### src/rtl/cpc_video_pkg.sv
`default_nettype none
// ============================================================================
// cpc_video_pkg : shared video timing constants and screen-mode encoding
// Rev 1.0
// ============================================================================
package cpc_video_pkg;

  localparam int c_INT_LINES = 52;
  localparam int c_VS_HSYNCS = 2;
  localparam int c_HS_DELAY  = 2;
  localparam int c_HS_WIDTH  = 4;
  localparam int c_VS_WIDTH  = 4;

  typedef enum logic [1:0] {
    MODE_160X200X16 = 2'd0,
    MODE_320X200X4  = 2'd1,
    MODE_640X200X2  = 2'd2,
    MODE_160X200X4  = 2'd3
  } ga_mode_t;

  // True when character count hc lies in [delay, delay+width).
  function automatic logic hs_in_window(input logic [3:0] hc, input int delay, input int width);
    return (int'(hc) >= delay) && (int'(hc) < delay + width);
  endfunction

endpackage
`default_nettype wire

### src/rtl/ga_sync_int_if.sv
`default_nettype none
// ============================================================================
// ga_sync_int_if : CPU-side interrupt acknowledge / RMR write bus
// Rev 1.0
// ============================================================================
interface ga_sync_int_if;
  logic       INT_ACK;
  logic       INT_CLR;
  logic       MODE_WR;
  logic [1:0] MODE_I;
  logic       INT_N;

  modport master (output INT_ACK, INT_CLR, MODE_WR, MODE_I, input INT_N);
  modport slave  (input INT_ACK, INT_CLR, MODE_WR, MODE_I, output INT_N);
endinterface
`default_nettype wire

### src/rtl/ga_sync_shaper.sv
`default_nettype none
// ============================================================================
// ga_sync_shaper : delayed, width-limited monitor HSYNC/VSYNC generation
// Rev 1.0
// ============================================================================
module ga_sync_shaper
  import cpc_video_pkg::*;
#(
  parameter int HS_DELAY = c_HS_DELAY,
  parameter int HS_WIDTH = c_HS_WIDTH,
  parameter int VS_WIDTH = c_VS_WIDTH
) (
  input  wire logic CLOCK,
  input  wire logic nRESET,
  input  wire logic CLKEN,
  input  wire logic HSYNC_I,
  input  wire logic VSYNC_I,
  input  wire logic hs_rise,
  input  wire logic hs_fall,
  input  wire logic vs_start,
  output logic      HSYNC_O,
  output logic      VSYNC_O
);

  localparam int c_VCW = $clog2(VS_WIDTH + 1);

  logic [3:0]       r_hc;
  logic [3:0]       w_hc_next;
  logic [c_VCW-1:0] r_vc;
  logic [c_VCW-1:0] w_vc_inc;
  logic             r_hsync_o;
  logic             r_vsync_o;

  // w_hc_next is the character index of the current sample within HSYNC_I.
  always_comb begin
    w_hc_next = r_hc;
    if (hs_rise)
      w_hc_next = 4'd0;
    else if (HSYNC_I && (r_hc != 4'hF))
      w_hc_next = r_hc + 4'd1;
  end

  assign w_vc_inc = r_vc + c_VCW'(1);

  always_ff @(posedge CLOCK) begin
    if (!nRESET) begin
      r_hc      <= 4'd0;
      r_vc      <= '0;
      r_hsync_o <= 1'b0;
      r_vsync_o <= 1'b0;
    end else if (CLKEN) begin
      r_hc      <= w_hc_next;
      r_hsync_o <= HSYNC_I & hs_in_window(w_hc_next, HS_DELAY, HS_WIDTH);
      if (vs_start) begin
        r_vsync_o <= 1'b1;
        r_vc      <= '0;
      end else if (r_vsync_o) begin
        if (!VSYNC_I)
          r_vsync_o <= 1'b0;
        else if (hs_fall) begin
          r_vc <= w_vc_inc;
          if (w_vc_inc == c_VCW'(VS_WIDTH))
            r_vsync_o <= 1'b0;
        end
      end
    end
  end

  assign HSYNC_O = r_hsync_o;
  assign VSYNC_O = r_vsync_o;

endmodule
`default_nettype wire

### src/rtl/ga_sync_int.sv
`default_nettype none
// ============================================================================
// ga_sync_int : Gate Array sync consumer - raster interrupt, monitor syncs,
//               line-aligned screen-mode changes
// Rev 1.0
// ============================================================================
module ga_sync_int
  import cpc_video_pkg::*;
#(
  parameter int INT_LINES = c_INT_LINES,
  parameter int VS_HSYNCS = c_VS_HSYNCS,
  parameter int HS_DELAY  = c_HS_DELAY,
  parameter int HS_WIDTH  = c_HS_WIDTH,
  parameter int VS_WIDTH  = c_VS_WIDTH
) (
  input  wire logic    CLOCK,
  input  wire logic    nRESET,
  input  wire logic    CLKEN,
  input  wire logic    HSYNC_I,
  input  wire logic    VSYNC_I,
  ga_sync_int_if.slave bus,
  output logic         HSYNC_O,
  output logic         VSYNC_O,
  output logic [1:0]   MODE_O,
  output logic [5:0]   ICNT
);

  localparam int c_VSDW = $clog2(VS_HSYNCS + 1);

  logic              r_hs_d;
  logic              r_vs_d;
  logic              r_int_n;
  logic [5:0]        r_icnt;
  logic [5:0]        w_icnt_evt;
  logic [5:0]        w_icnt_next;
  logic [c_VSDW-1:0] r_vsd;
  ga_mode_t          r_mode_pend;
  ga_mode_t          r_mode_o;
  logic              w_hs_fall;
  logic              w_hs_rise;
  logic              w_vs_rise;
  logic              w_wrap;
  logic              w_resync;
  logic              w_set;

  assign w_hs_fall = CLKEN &  r_hs_d & ~HSYNC_I;
  assign w_hs_rise = CLKEN & ~r_hs_d &  HSYNC_I;
  assign w_vs_rise = CLKEN & ~r_vs_d &  VSYNC_I;

  // A VSYNC edge reloading the countdown wins over a coincident decrement.
  assign w_wrap   = w_hs_fall & (r_icnt == 6'(INT_LINES - 1));
  assign w_resync = w_hs_fall & ~w_vs_rise & (r_vsd == c_VSDW'(1));
  assign w_set    = w_wrap | (w_resync & (r_icnt >= 6'd32));

  always_comb begin
    w_icnt_evt = r_icnt;
    if (w_resync || w_wrap)
      w_icnt_evt = 6'd0;
    else if (w_hs_fall)
      w_icnt_evt = r_icnt + 6'd1;
    w_icnt_next = w_icnt_evt;
    if (bus.INT_ACK)
      w_icnt_next[5] = 1'b0;
    if (bus.INT_CLR)
      w_icnt_next = 6'd0;
  end

  always_ff @(posedge CLOCK) begin
    if (!nRESET) begin
      r_hs_d      <= 1'b0;
      r_vs_d      <= 1'b0;
      r_int_n     <= 1'b1;
      r_icnt      <= 6'd0;
      r_vsd       <= '0;
      r_mode_pend <= MODE_160X200X16;
      r_mode_o    <= MODE_160X200X16;
    end else begin
      r_icnt <= w_icnt_next;
      if (bus.INT_CLR)
        r_int_n <= 1'b1;
      else if (w_set)
        r_int_n <= 1'b0;
      else if (bus.INT_ACK)
        r_int_n <= 1'b1;
      if (CLKEN) begin
        r_hs_d <= HSYNC_I;
        r_vs_d <= VSYNC_I;
      end
      if (w_vs_rise)
        r_vsd <= c_VSDW'(VS_HSYNCS);
      else if (w_hs_fall && (r_vsd != '0))
        r_vsd <= r_vsd - c_VSDW'(1);
      // Same-cycle write lands in pending only, so the old value is applied here.
      if (w_hs_rise)
        r_mode_o <= r_mode_pend;
      if (bus.MODE_WR)
        r_mode_pend <= ga_mode_t'(bus.MODE_I);
    end
  end

  assign bus.INT_N = r_int_n;
  assign MODE_O    = r_mode_o;
  assign ICNT      = r_icnt;

  ga_sync_shaper #(
    .HS_DELAY (HS_DELAY),
    .HS_WIDTH (HS_WIDTH),
    .VS_WIDTH (VS_WIDTH)
  ) u_shaper (
    .CLOCK    (CLOCK),
    .nRESET   (nRESET),
    .CLKEN    (CLKEN),
    .HSYNC_I  (HSYNC_I),
    .VSYNC_I  (VSYNC_I),
    .hs_rise  (w_hs_rise),
    .hs_fall  (w_hs_fall),
    .vs_start (w_resync),
    .HSYNC_O  (HSYNC_O),
    .VSYNC_O  (VSYNC_O)
  );

endmodule
`default_nettype wire

### src/flat_wrapper.sv
// flat-port wrapper written by rule: the top's interface ports become plain ports
module ga_sync_int_flat import cpc_video_pkg::*;
#(
  parameter int INT_LINES = c_INT_LINES,
  parameter int VS_HSYNCS = c_VS_HSYNCS,
  parameter int HS_DELAY  = c_HS_DELAY,
  parameter int HS_WIDTH  = c_HS_WIDTH,
  parameter int VS_WIDTH  = c_VS_WIDTH
)
  (CLOCK, nRESET, CLKEN, HSYNC_I, VSYNC_I, HSYNC_O, VSYNC_O, MODE_O, ICNT, bus_INT_ACK, bus_INT_CLR, bus_MODE_WR, bus_MODE_I, bus_INT_N);
  ga_sync_int_if bus_i ();
  input  wire logic CLOCK;
  input  wire logic nRESET;
  input  wire logic CLKEN;
  input  wire logic HSYNC_I;
  input  wire logic VSYNC_I;
  output logic HSYNC_O;
  output logic VSYNC_O;
  output logic [1:0] MODE_O;
  output logic [5:0] ICNT;
  input wire logic [$bits(bus_i.INT_ACK)-1:0] bus_INT_ACK;
  input wire logic [$bits(bus_i.INT_CLR)-1:0] bus_INT_CLR;
  input wire logic [$bits(bus_i.MODE_WR)-1:0] bus_MODE_WR;
  input wire logic [$bits(bus_i.MODE_I)-1:0] bus_MODE_I;
  output wire logic [$bits(bus_i.INT_N)-1:0] bus_INT_N;
  assign bus_i.INT_ACK = bus_INT_ACK;
  assign bus_i.INT_CLR = bus_INT_CLR;
  assign bus_i.MODE_WR = bus_MODE_WR;
  assign bus_i.MODE_I = bus_MODE_I;
  assign bus_INT_N = bus_i.INT_N;
  ga_sync_int #(.INT_LINES(INT_LINES), .VS_HSYNCS(VS_HSYNCS), .HS_DELAY(HS_DELAY), .HS_WIDTH(HS_WIDTH), .VS_WIDTH(VS_WIDTH)) u_core (.CLOCK(CLOCK), .nRESET(nRESET), .CLKEN(CLKEN), .HSYNC_I(HSYNC_I), .VSYNC_I(VSYNC_I), .bus(bus_i), .HSYNC_O(HSYNC_O), .VSYNC_O(VSYNC_O), .MODE_O(MODE_O), .ICNT(ICNT));
endmodule
### config.mk
export PLATFORM = sky130hd
export DESIGN_NAME = ga_sync_int_flat
export DESIGN_NICKNAME = d
export VERILOG_FILES = /design/src/rtl/cpc_video_pkg.sv /design/src/rtl/ga_sync_int_if.sv /design/src/rtl/ga_sync_shaper.sv /design/src/rtl/ga_sync_int.sv /design/src/flat_wrapper.sv
export SDC_FILE = /design/constraint.sdc
export NUM_CORES = 1
export LEC_CHECK = 0
export BUFFER_PORTS_ARGS = -buffer_cell sky130_fd_sc_hd__buf_2
export CELL_PAD_IN_SITES_DETAIL_PLACEMENT = 0
export CELL_PAD_IN_SITES_GLOBAL_PLACEMENT = 1
export CORE_MARGIN = 1
export CORE_UTILIZATION = 40
export CTS_BUF_LIST = sky130_fd_sc_hd__clkbuf_16
export DETAILED_ROUTE_END_ITERATION = 10
export PLACE_DENSITY = 0.75
export SLEW_MARGIN = 25
export SYNTH_ARGS = -nofsm -noshare
export SYNTH_HDL_FRONTEND = slang
export SYNTH_SLANG_ARGS = --single-unit
### constraint.sdc
create_clock -name CLOCK -period 1.8 [get_ports CLOCK]
set_clock_uncertainty 0.05 [all_clocks]
set_input_delay 0.36 -clock CLOCK [delete_from_list [all_inputs] [get_ports CLOCK]]
set_output_delay 0.36 -clock CLOCK [all_outputs]
set_load 0.005 [all_outputs]
Word-level counts from Yosys, hierarchy flattened

Cells that the tools add are included.
W data, S select, Z words.

Bits of input ports: 10
ROM bits: 0
Latch bits: 0
Output and inout port bits: 11
Flip-flop bits (word level): 24
RAM bits: 0
Logic and storage cells: 71
Memories: 0

Shift operators: 0
Reductions and logical operators: 15
Add/subtract/negate cells: 4
Bitwise gates (word level): 17
Divide/modulo/power cells: 0
Multiply operators: 0
Equality and inequality tests: 4
Magnitude comparators: 3
Mux-type cells: 15

Operator list:

| cell                  | count |
|---|---|
| $mux W3               | 4 |
| $reduce_bool A2 Y1    | 6 |
| $and A1 B1 Y1         | 11 |
| $mux W4               | 2 |
| $mux W1               | 7 |
| $add A6 B1 Y6 const B | 1 |
| $eq A6 B6 Y1 const B  | 1 |
| $ge A6 B6 Y1 const B  | 1 |
| $not A1 Y1            | 5 |
| $add A4 B1 Y4 const B | 1 |
| $ge A4 B2 Y1 const B  | 1 |
| $lt A4 B3 Y1 const B  | 1 |
| $mux W2               | 2 |
| $ne A4 B4 Y1 const B  | 1 |
| $reduce_and A4 Y1     | 1 |
| $reduce_or A2 Y1      | 2 |
| $reduce_or A4 Y1      | 1 |
| $add A3 B1 Y3 const B | 1 |
| $eq A3 B3 Y1 const B  | 1 |
| $logic_and A1 B1 Y1   | 3 |
| $reduce_or A3 Y1      | 1 |
| $eq A2 B1 Y1 const B  | 1 |
| $sub A2 B1 Y2 const B | 1 |
| $logic_or A1 B1 Y1    | 1 |
| $or A1 B1 Y1          | 1 |

Longest topological paths before layout

Gate-level depths: netlist (run 1).

Depth in word-level cells: 9
Gate-level depth with buffers: 6
Mapped depth without buffers: 6

Hierarchy

A second synthesis (run 1) with hierarchy kept.

Cell total of the unflattened synthesis: 135
Area total of the unflattened synthesis: 1,273.7 sq um

Modules (own cells, without submodules):

| module         | instances | seq. area each (sq um) | area each (sq um) | cells an instance |
|---|---|---|---|---|
| ga_sync_int    | 1         | 300.3                  | 750.7             | 74 |
| ga_sync_shaper | 1         | 180.2                  | 523.0             | 61 |

Worst setup path after synthesis (run 1)

No wires, ideal clock.

Path type: reg-to-reg
Start: reg u_core.r_icnt[0], in the netlist u_core.ICNT[0]
End: reg u_core.r_icnt[0], in the netlist u_core.ICNT[0]
Period minus slack after synthesis: 1.548 ns
Data arrival time: 1.382 ns
Stages on the path, launching flop included: 6
Data required time: 1.634 ns
Library setup time: 0.116 ns
Path slack: 0.252 ns
Path buffers: 0
Cell sequence: dfxtp_1 -> ha_1 -> nand4b_4 -> or4_4 -> nand3_2 -> nor2_1

Word-level cells in the longest chain between the ends: 4
Elaborated cells on any way between the ends: 5
Those cells by class: add/sub (1); eq/ne (1); bitwise (1); reduce/logical (2)

RTL lines:

| item                       | line              | RTL |
|---|---|---|
| from (decl)                | ga_sync_int.sv:33 | `logic [5:0] r_icnt;` |
| from (signal assigned)     | ga_sync_int.sv:78 | `r_icnt <= w_icnt_next;` |
| $eq A6 B6 Y1               | ga_sync_int.sv:51 | `assign w_wrap = w_hs_fall & (r_icnt == 6'(INT_LINES - 1));` |
| $and A1 B1 Y1              | ga_sync_int.sv:51 |  |
| $logic_or A1 B1 Y1         | ga_sync_int.sv:57 | `if (w_resync \|\| w_wrap)` |
| $reduce_or A3 Y1 (no line) | -                 |  |

Parallel ways exist; a longest one is shown, timed or not.
A chain may end at the register's enable or synchronous reset.

Final worst setup path (run 1)

Ends and elaborated chain as after synthesis.

==> summary.txt, run 1 <==
Finish
  – Layout cells sized above 1: 20.89%
  – Multi-input gate area: 706.9 µm²
  – Nets@finish: roughly 180
  – FF/Latch Area: 480.5 µm²
  – Filler cells: 288
  – Design area: 1450 µm²
  – Area Overhead vs Synth: 16.13%
  – Diodes inserted: 0

Pwr
  – Tot Pwr: 1.084 mW
  – Maximum vdd drop: 0.3233 mV
  – P_leak: 0.6160 nW
  – Power Density: 747.7 nW/µm²

Yosys
  – Synthesized flop and latch total: 24
  – Ys Warns: 0
  – Post-Syn Nets: 154
  – Yosys cell types: 35
  – Compound-Gate Fraction of Synth Area: a little under an eighth
  – Post-synthesis simple-gate area fraction: 28.86%
  – Post-synthesis instance area: roughly 1200 µm²
  – Asr flop ratio synth: 0%
  – Avg Inst Size Synth: 9.115 µm²
  – Multiplexer area fraction after synthesis: 4.008%
  – Main combinational cell family by area after synthesis: simple AND/OR/NAND/NOR gates
  – Seq/Total Area, Yosys: 38.48%
  – Post-synthesis adder-cell area fraction: 7.014%
  – Ys flop type: dfxtp_1
  – Mapped Cells: 137
  – Post-synth EDFFs: 0
  – Synth Area in XOR/XNOR: 4.910%

Routing
  – Detailed-route wire length per cell: 11.92 µm
  – Final WL: 2.253 mm
  – Via density: 5.270
  – Vias post-DR: 996
  – # DRC: 2
  – First-pass DRT Iterations: 7
  – First DRT Iteration DRCs: 27
  – Post-DRT Antenna Nets: 0

Timing
  – Setup TNS: 0 ps
  – Crit share post-route: around 90%
  – Worst slew margin: just over 80%
  – Final Hold Viols: 0
  – Final setup margin: between 150 and 200 ps
  – Final setup violation count: 0
  – RSZ-0062 raised after global routing: false
  – Fin crit period: 1620 ps
  – Achievable Freq: roughly 620 MHz
  – Worst-Margin Slew: 264.6 ps
  – Max-slew violation count: 0

CTS
  – TritonCTS buffer count: 3
  – Root buf cell: clkbuf_16
  – Clk slew on worst S/H paths: 60 ps
  – Post-CTS setup repair buffer count: 0
  – CTS max path bufs: 2
  – Clk_lat worst skew: about 250 ps
  – # hold bufs at CTS: 0
  – H-tree depth: 1
  – Post-cts resize count: 0
  – CTS tree: done
  – Clk sinks: 24

Global route
  – Vias in the first global route: 938
  – Largest net degree at the start of global routing: 14
  – Overflow after GRT: 0
  – GRT Util Overall: 15.18%
  – First-pass GRT wire length: 3.919 mm
  – Initial antenna violation count: 0

Place
  – Dpl ws: 166.5 ps
  – Post-DP Area: 1375 µm²
  – Post-DP HPWL: 1.726 mm
  – # port buffers: 20
  – GPL Wtd Cong: around 0.76

Status
  – Failing checks: DRC
  – Run status: complete, but fails checks

Die
  – Die Area: between 3000 and 4000 µm²
  – # IOs: 21
  – Die Width: approximately 58 µm
  – Core Box Area: about 2900 µm²
  – Row cnt: 19
  – Initial Util: between 40% and 50%
  – Die height: 57.87 µm

Job
  – Max-cap violations: 0

Setup path
  – Max incr delay on CP: ~500 ps
  – Critical path's slowest cell: or4_4
  – CP max FO: 6
  – Cells along the critical path: ha_1 -> nand4b_4 -> or4_4 -> nand3_2 -> nor2_1
  – Crit path launch type: flop
  – Setup CP Type: flop to flop
  – Critical path data required time: approximately 1900 ps
  – Kind of end point of the critical path: flop
  – CP arrival: 1720 ps

Worst hold path
  – Min-delay worst type: input port to flop
report_power, final:
part	total [mW]	switching, mW	internal (mW)
clock	0.466	0.172	0.293
combinational	0.0727	0.0397	0.0330
sequential	0.546	0.00565	0.540
cell usage in the layout (no fill, tap or decap), types with 5 or more instances in the layout:
cell type | synthesis | layout
nor2b_1 | 7 | 7
a21boi_0 | 5 | 5
o21ai_0 | 8 | 8
dfxtp_1 | 24 | 24
buf_2 | 1 | 20
ha_1 | 7 | 7
nand2b_1 | 6 | 6
nor2_1 | 11 | 11
nand4_1 | 5 | 5
mux2i_1 | 5 | 5
nand2_1 | 11 | 11
inv_1 | 7 | 7
critical path: cells and delay by family, from the launching register on:
family / cells / cell delay (ps)
DFF: 1 / 390
adders and majority gates: 1 / 240
and+or+nand+nor: 4 / 830
per-stage QoR:
step / std cells / hold WS [ps] / util, %
after floorplan: 137 / 379.7 / -
after global placement: 186 / 409.8 / 48.20
after detailed placement: 186 / 417.3 / 48.20
after CTS: 189 / 229.9 / 50.83
after global routing: 189 / 244.8 / 50.83
final: 189 / 236.0 / 50.83
cells in the mapped netlist (2+ instances only):
master | number | area share (%)
a21boi_0 | 5 | 3.0
a21oi_1 | 4 | 1.6
and3_1 | 4 | 2.0
buf_6 | 2 | 1.8
clkbuf_1 | 2 | 0.60
dfxtp_1 | 24 | 38
ha_1 | 7 | 7.0
inv_1 | 7 | 2.1
mux2i_1 | 5 | 4.0
nand2_1 | 11 | 3.3
nand2b_1 | 6 | 3.0
nand3_1 | 3 | 1.2
nand3b_1 | 3 | 1.8
nand4_1 | 5 | 2.5
nor2_1 | 11 | 3.3
nor2b_1 | 7 | 3.5
o21ai_0 | 8 | 3.2
xnor2_1 | 4 | 2.8
xor2_1 | 3 | 2.1
state kept, by name, summed over array words and instances, names as in the netlist:
name,count
u_core.u_shaper.VSYNC_O,1
u_core.bus.INT_N,1
u_core.u_shaper.r_hc,4
u_core.r_vs_d,1
u_core.r_mode_pend,2
u_core.u_shaper.r_vc,3
u_core.MODE_O,2
u_core.ICNT,6
u_core.r_vsd,2
u_core.r_hs_d,1
u_core.u_shaper.HSYNC_O,1
logic make-up after synthesis:
family / after synthesis
adder cells (fa/ha/maj): 7
XOR/XNOR: 7
buffers and inverters: 12
AO/OA/AOI/OAI: 23
multiplexers: 5
AND/OR/NAND/NOR: 59
flip-flops: 24
routing by layer:
metal	routed length [µm]	up-vias	global-route usage [%]
met4	38	0	6.122
met5	0	-	0
met2	1012	20	25.12
li1	-	521	-
met1	1116	450	18.59
met3	86	5	4.241
final timing paths:
| path | startpoint | endpoint | slack (ps) | cells past startpoint |
|---|---|---|---|---|
| max reg2reg | u_core.ICNT[0] | u_core.ICNT[0] | 180 | 5 |
| min reg2reg | u_core.r_mode_pend[1] | u_core.MODE_O[1] | 420 | 2 |
| min | bus_INT_ACK | u_core.ICNT[5] | 240 | 2 |
| max | u_core.ICNT[0] | u_core.ICNT[0] | 180 | 5 |
area by class of cell:
class,instances,share of cell area (%)
Sequential cell,24,33.13
Inverter,7,1.812
Tap cell,31,2.675
Multi-Input combinational cell,101,48.75
Timing Repair Buffer,23,8.456
Clock buffer,3,5.177
No activity file was read; power rests on OpenSTA's default activity.
==> run 2: changes to the inputs <==
--- a/config.mk
+++ b/config.mk
@@ -5,14 +5,15 @@
 export SDC_FILE = /design/constraint.sdc
 export NUM_CORES = 1
 export LEC_CHECK = 0
+export ABC_AREA = 1
 export BUFFER_PORTS_ARGS = -buffer_cell sky130_fd_sc_hd__buf_2
 export CELL_PAD_IN_SITES_DETAIL_PLACEMENT = 0
 export CELL_PAD_IN_SITES_GLOBAL_PLACEMENT = 1
-export CORE_MARGIN = 1
-export CORE_UTILIZATION = 40
+export CORE_MARGIN = 2
+export CORE_UTILIZATION = 39
 export CTS_BUF_LIST = sky130_fd_sc_hd__clkbuf_16
 export DETAILED_ROUTE_END_ITERATION = 10
-export PLACE_DENSITY = 0.75
+export PLACE_DENSITY = 0.77
 export SLEW_MARGIN = 25
 export SYNTH_ARGS = -nofsm -noshare
 export SYNTH_HDL_FRONTEND = slang
==> summary.txt, run 2 <==
CTS
  – Post-CTS setup repair buffer count: 0 (unchanged)
  – TritonCTS buffer count: 3 (unchanged)
  – H-tree depth: 1 (unchanged)
  – CTS tree: done (unchanged)
  – Clk sinks: 24 (unchanged)
  – # hold bufs at CTS: 0 (unchanged)
  – Clk slew on worst S/H paths: 60 ps (about the same)
  – CTS max path bufs: 2 (unchanged)
  – Post-cts resize count: 0 (unchanged)
  – Clk_lat worst skew: 250 ps (about the same)
  – Root buf cell: clkbuf_16 (unchanged)

Setup path
  – Critical path data required time: 1940 ps (was 1900 ps)
  – Kind of end point of the critical path: flop (unchanged)
  – R2R Path Start: u_core.u_shaper.r_hc[0] (was u_core.ICNT[0])
  – Crit path launch type: flop (unchanged)
  – FF-to-FF End: u_core.u_shaper.HSYNC_O (was u_core.ICNT[0])
  – CP arrival: 1550 ps (was 1720 ps)
  – Worst path depth: 9 (was 5)
  – Cells along the critical path: ha_1 -> nand3_1 -> nand3b_1 -> nand2_1 -> nor2_1 -> nand2_1 -> nand2_1 -> nand2_1 -> a21oi_1 (was ha_1 -> nand4b_4 -> or4_4 -> nand3_2 -> nor2_1)
  – Max incr delay on CP: 350 ps (was 500 ps)
  – Most Frequent Cell on Critical Path: nand2_1
  – Buf+Inv Stages, Crit Path: 0 (unchanged)
  – Cell family with most CP delay: simple AND/OR/NAND/NOR gates (unchanged)
  – Reg2Reg Depth: 9 (was 5)
  – Setup CP Type: flop to flop (unchanged)
  – Critical path's slowest cell: dfxtp_1 (was or4_4)
  – CP max FO: 5 (was 6)
  – Critical path origin: u_core.u_shaper.r_hc[0] (was u_core.ICNT[0])
  – Reg2reg setup slack: 390 ps (was 180 ps)
  – Critical Path Sink: u_core.u_shaper.HSYNC_O (was u_core.ICNT[0])

Routing
  – WL met1: 1.138 mm (was 1.116 mm)
  – First DRT Iteration DRCs: 39 (was 27)
  – Final WL: 2.439 mm (was 2.253 mm)
  – Post-DRT Antenna Nets: 0 (unchanged)
  – Routed wl met3: 108 µm (was 86 µm)
  – # DRC: 0 (was 2)
  – Via density: 4.792 (was 5.270)
  – Vias post-DR: 1107 (was 996)
  – First-pass DRT Iterations: 4 (was 7)
  – Detailed-route wire length per cell: 10.56 µm (was 11.92 µm)
  – Met2 WL post-DR: 1.176 mm (was 1.012 mm)
  – Max Used Layer: met4 (unchanged)

Die
  – # IOs: 21 (unchanged)
  – Die Area: 3646 µm² (was 3349 µm²)
  – Core Box Area: 3028 µm² (was 2853 µm²)
  – Die height: 60.39 µm (was 57.87 µm)
  – Row cnt: 20 (was 19)
  – Die Width: 60.39 µm (was 57.87 µm)
  – Initial Util: 40.95% (was 43.77%)

Finish
  – Multi-input gate area: 648.1 µm² (was 706.9 µm²)
  – Commonest non-fill, non-tap cells in the layout: nand2_1 (33), dfxtp_1 (24), inv_1 (23) (was dfxtp_1 (24), buf_2 (20), nand2_1 (11), nor2_1 (11), o21ai_0 (8))
  – Diodes inserted: 0 (unchanged)
  – Max reg flops: 6 (unchanged)
  – Finished Core Util: 48.10% (was 50.83%)
  – Nets@finish: 205 (was 177)
  – FF/Latch Area: 480.5 µm² (unchanged)
  – Area Overhead vs Synth: 17.46% (was 16.13%)
  – Filler cells: 311 (was 288)
  – Design area: 1456 µm² (was 1450 µm²)
  – Commonest non-fill, non-tap cell in the layout: nand2_1 (was dfxtp_1)
  – Layout cells sized above 1: 19.25% (was 20.89%)

Yosys
  – Share of the synthesized area in the top cell type: 38.75% (was 38.48%)
  – Synthesized flop and latch total: 24 (unchanged)
  – Avg Inst Size Synth: 7.470 µm² (was 9.115 µm²)
  – Yosys cell types: 29 (was 35)
  – Ys flop type: dfxtp_1 (unchanged)
  – Asr flop ratio synth: 0% (unchanged)
  – Synth area leader: dfxtp_1 (unchanged)
  – Area contributors post-synth: dfxtp_1 (39%), nand2_1 (10%), ha_1 (7.1%), inv_1 (7.0%), a21oi_1 (4.8%) (was dfxtp_1 (38%), ha_1 (7.0%), mux2i_1 (4.0%), nor2b_1 (3.5%), nand2_1 (3.3%))
  – Post-synthesis instance area: 1240 µm² (was 1249 µm²)
  – Post-Syn Nets: 183 (was 154)
  – Top cells by count, synth: nand2_1 (33), dfxtp_1 (24), inv_1 (23) (was dfxtp_1 (24), nand2_1 (11), nor2_1 (11))
  – Seq/Total Area, Yosys: 38.75% (was 38.48%)
  – Count leader, synth: nand2_1 (was dfxtp_1)
  – Post-synth EDFFs: 0 (unchanged)
  – Ys Warns: 0 (unchanged)
  – Mapped Cells: 166 (was 137)

Timing
  – Setup TNS: 0 ps (unchanged)
  – Final setup violation count: 0 (unchanged)
  – Achievable Freq: 710.9 MHz (was 617.3 MHz)
  – Worst hold slack: 247.5 ps (was 236.0 ps)
  – Crit share post-route: 78.15% (was 90.00%)
  – RSZ-0062 raised after global routing: false (unchanged)
  – Max-slew violation count: 0 (unchanged)
  – Worst-Margin Slew: 221.8 ps (was 264.6 ps)
  – Worst slew margin: 85.21% (was 82.11%)
  – Final Hold Viols: 0 (unchanged)
  – Fin crit period: 1407 ps (was 1620 ps)

Place
  – GPL Wtd Cong: 0.8124 (was 0.7631)
  – Post-DP Area: 1378 µm² (was 1375 µm²)
  – Post-DP HPWL: 1.870 mm (was 1.726 mm)
  – # port buffers: 20 (unchanged)

Pwr
  – Maximum vdd drop: 0.2968 mV (was 0.3233 mV)
  – P_leak: 0.6521 nW (was 0.6160 nW)
  – Power Density: 778.4 nW/µm² (was 747.7 nW/µm²)

Global route
  – Largest net degree at the start of global routing: 14 (unchanged)
  – GRT Util Overall: 14.84% (was 15.18%)
  – Initial antenna violation count: 0 (unchanged)
  – Vias in the first global route: 988 (was 938)
  – Overflow after GRT: 0 (unchanged)
  – First-pass GRT wire length: 4.029 mm (was 3.919 mm)

Status
  – Run status: finished clean (was complete, but fails checks)

Job
  – Max-cap violations: 0 (unchanged)

Worst hold path
  – Min-delay worst type: input port to flop (unchanged)
==> run 2: worst min path at each step <==
stage                             from  cells past startpoint  slack, ps                       to
2_1_floorplan              bus_INT_ACK                      1        380           u_core.ICNT[5]
3_3_place_gp             u_core.r_vs_d                      2        400            u_core.r_vs_d
3_5_place_dp   u_core.u_shaper.HSYNC_O                      2        420  u_core.u_shaper.HSYNC_O
4_1_cts                    bus_INT_ACK                      2        240           u_core.ICNT[5]
5_1_grt                    bus_INT_ACK                      2        250           u_core.ICNT[5]
6_report                   bus_INT_ACK                      2        250           u_core.ICNT[5]
==> run 2: worst register-to-register path: stages, from the launching register on <==
cell	delay, ps
dfxtp_1	350
ha_1	200
nand3_1	170
nand3b_1	160
nand2_1	80
nor2_1	90
nand2_1	60
nand2_1	50
nand2_1	50
a21oi_1	100
==> run 2: per-stage QoR <==
stage / instances / power (mW) / setup slack [ps]
2_1_floorplan: 166 / 0.6404 / 434.1
3_3_place_gp: 227 / 0.6693 / 322.2
3_5_place_dp: 227 / 0.6705 / 314.4
4_1_cts: 231 / 1.153 / 383.3
5_1_grt: 231 / 1.188 / 214.3
6_report: 231 / 1.134 / 393.3
==> run 2: layout make-up <==
class | count | area share [%]
tap | 44 | 3.780
timing repair buffer | 20 | 6.873
inverter | 25 | 6.443
clock buffer | 3 | 5.155
clock inverter | 1 | 0.2577
multi-input combinational | 114 | 44.50
sequential | 24 | 32.99
==> run 2: routing by layer <==
metal,track usage (%),vias up
li1,-,579
met1,17.37,500
met2,26.40,26
met3,2.559,2
met4,6.667,0
met5,0,-
==> run 2: power breakdown <==
group / switching (mW) / internal (mW) / leakage, nW / total (mW)
sequential: 0.0129 / 0.548 / 0.196 / 0.561
clock: 0.178 / 0.296 / 0.0385 / 0.475
combinational: 0.0599 / 0.0375 / 0.418 / 0.0974
==> run 2: cell families (layout without fill, tap and decap cells) <==
| group | Yosys count | count (layout) | synth area share (%) |
|---|---|---|---|
| AOI/OAI and AO/OA | 24 | 24 | 10.80 |
| xor gates and xnor gates | 2 | 2 | 1.413 |
| adders and majority gates | 7 | 7 | 7.063 |
| buffers and inverters | 28 | 49 | 8.981 |
| DFF | 24 | 24 | 38.75 |
| and+or+nand+nor | 81 | 81 | 33.00 |
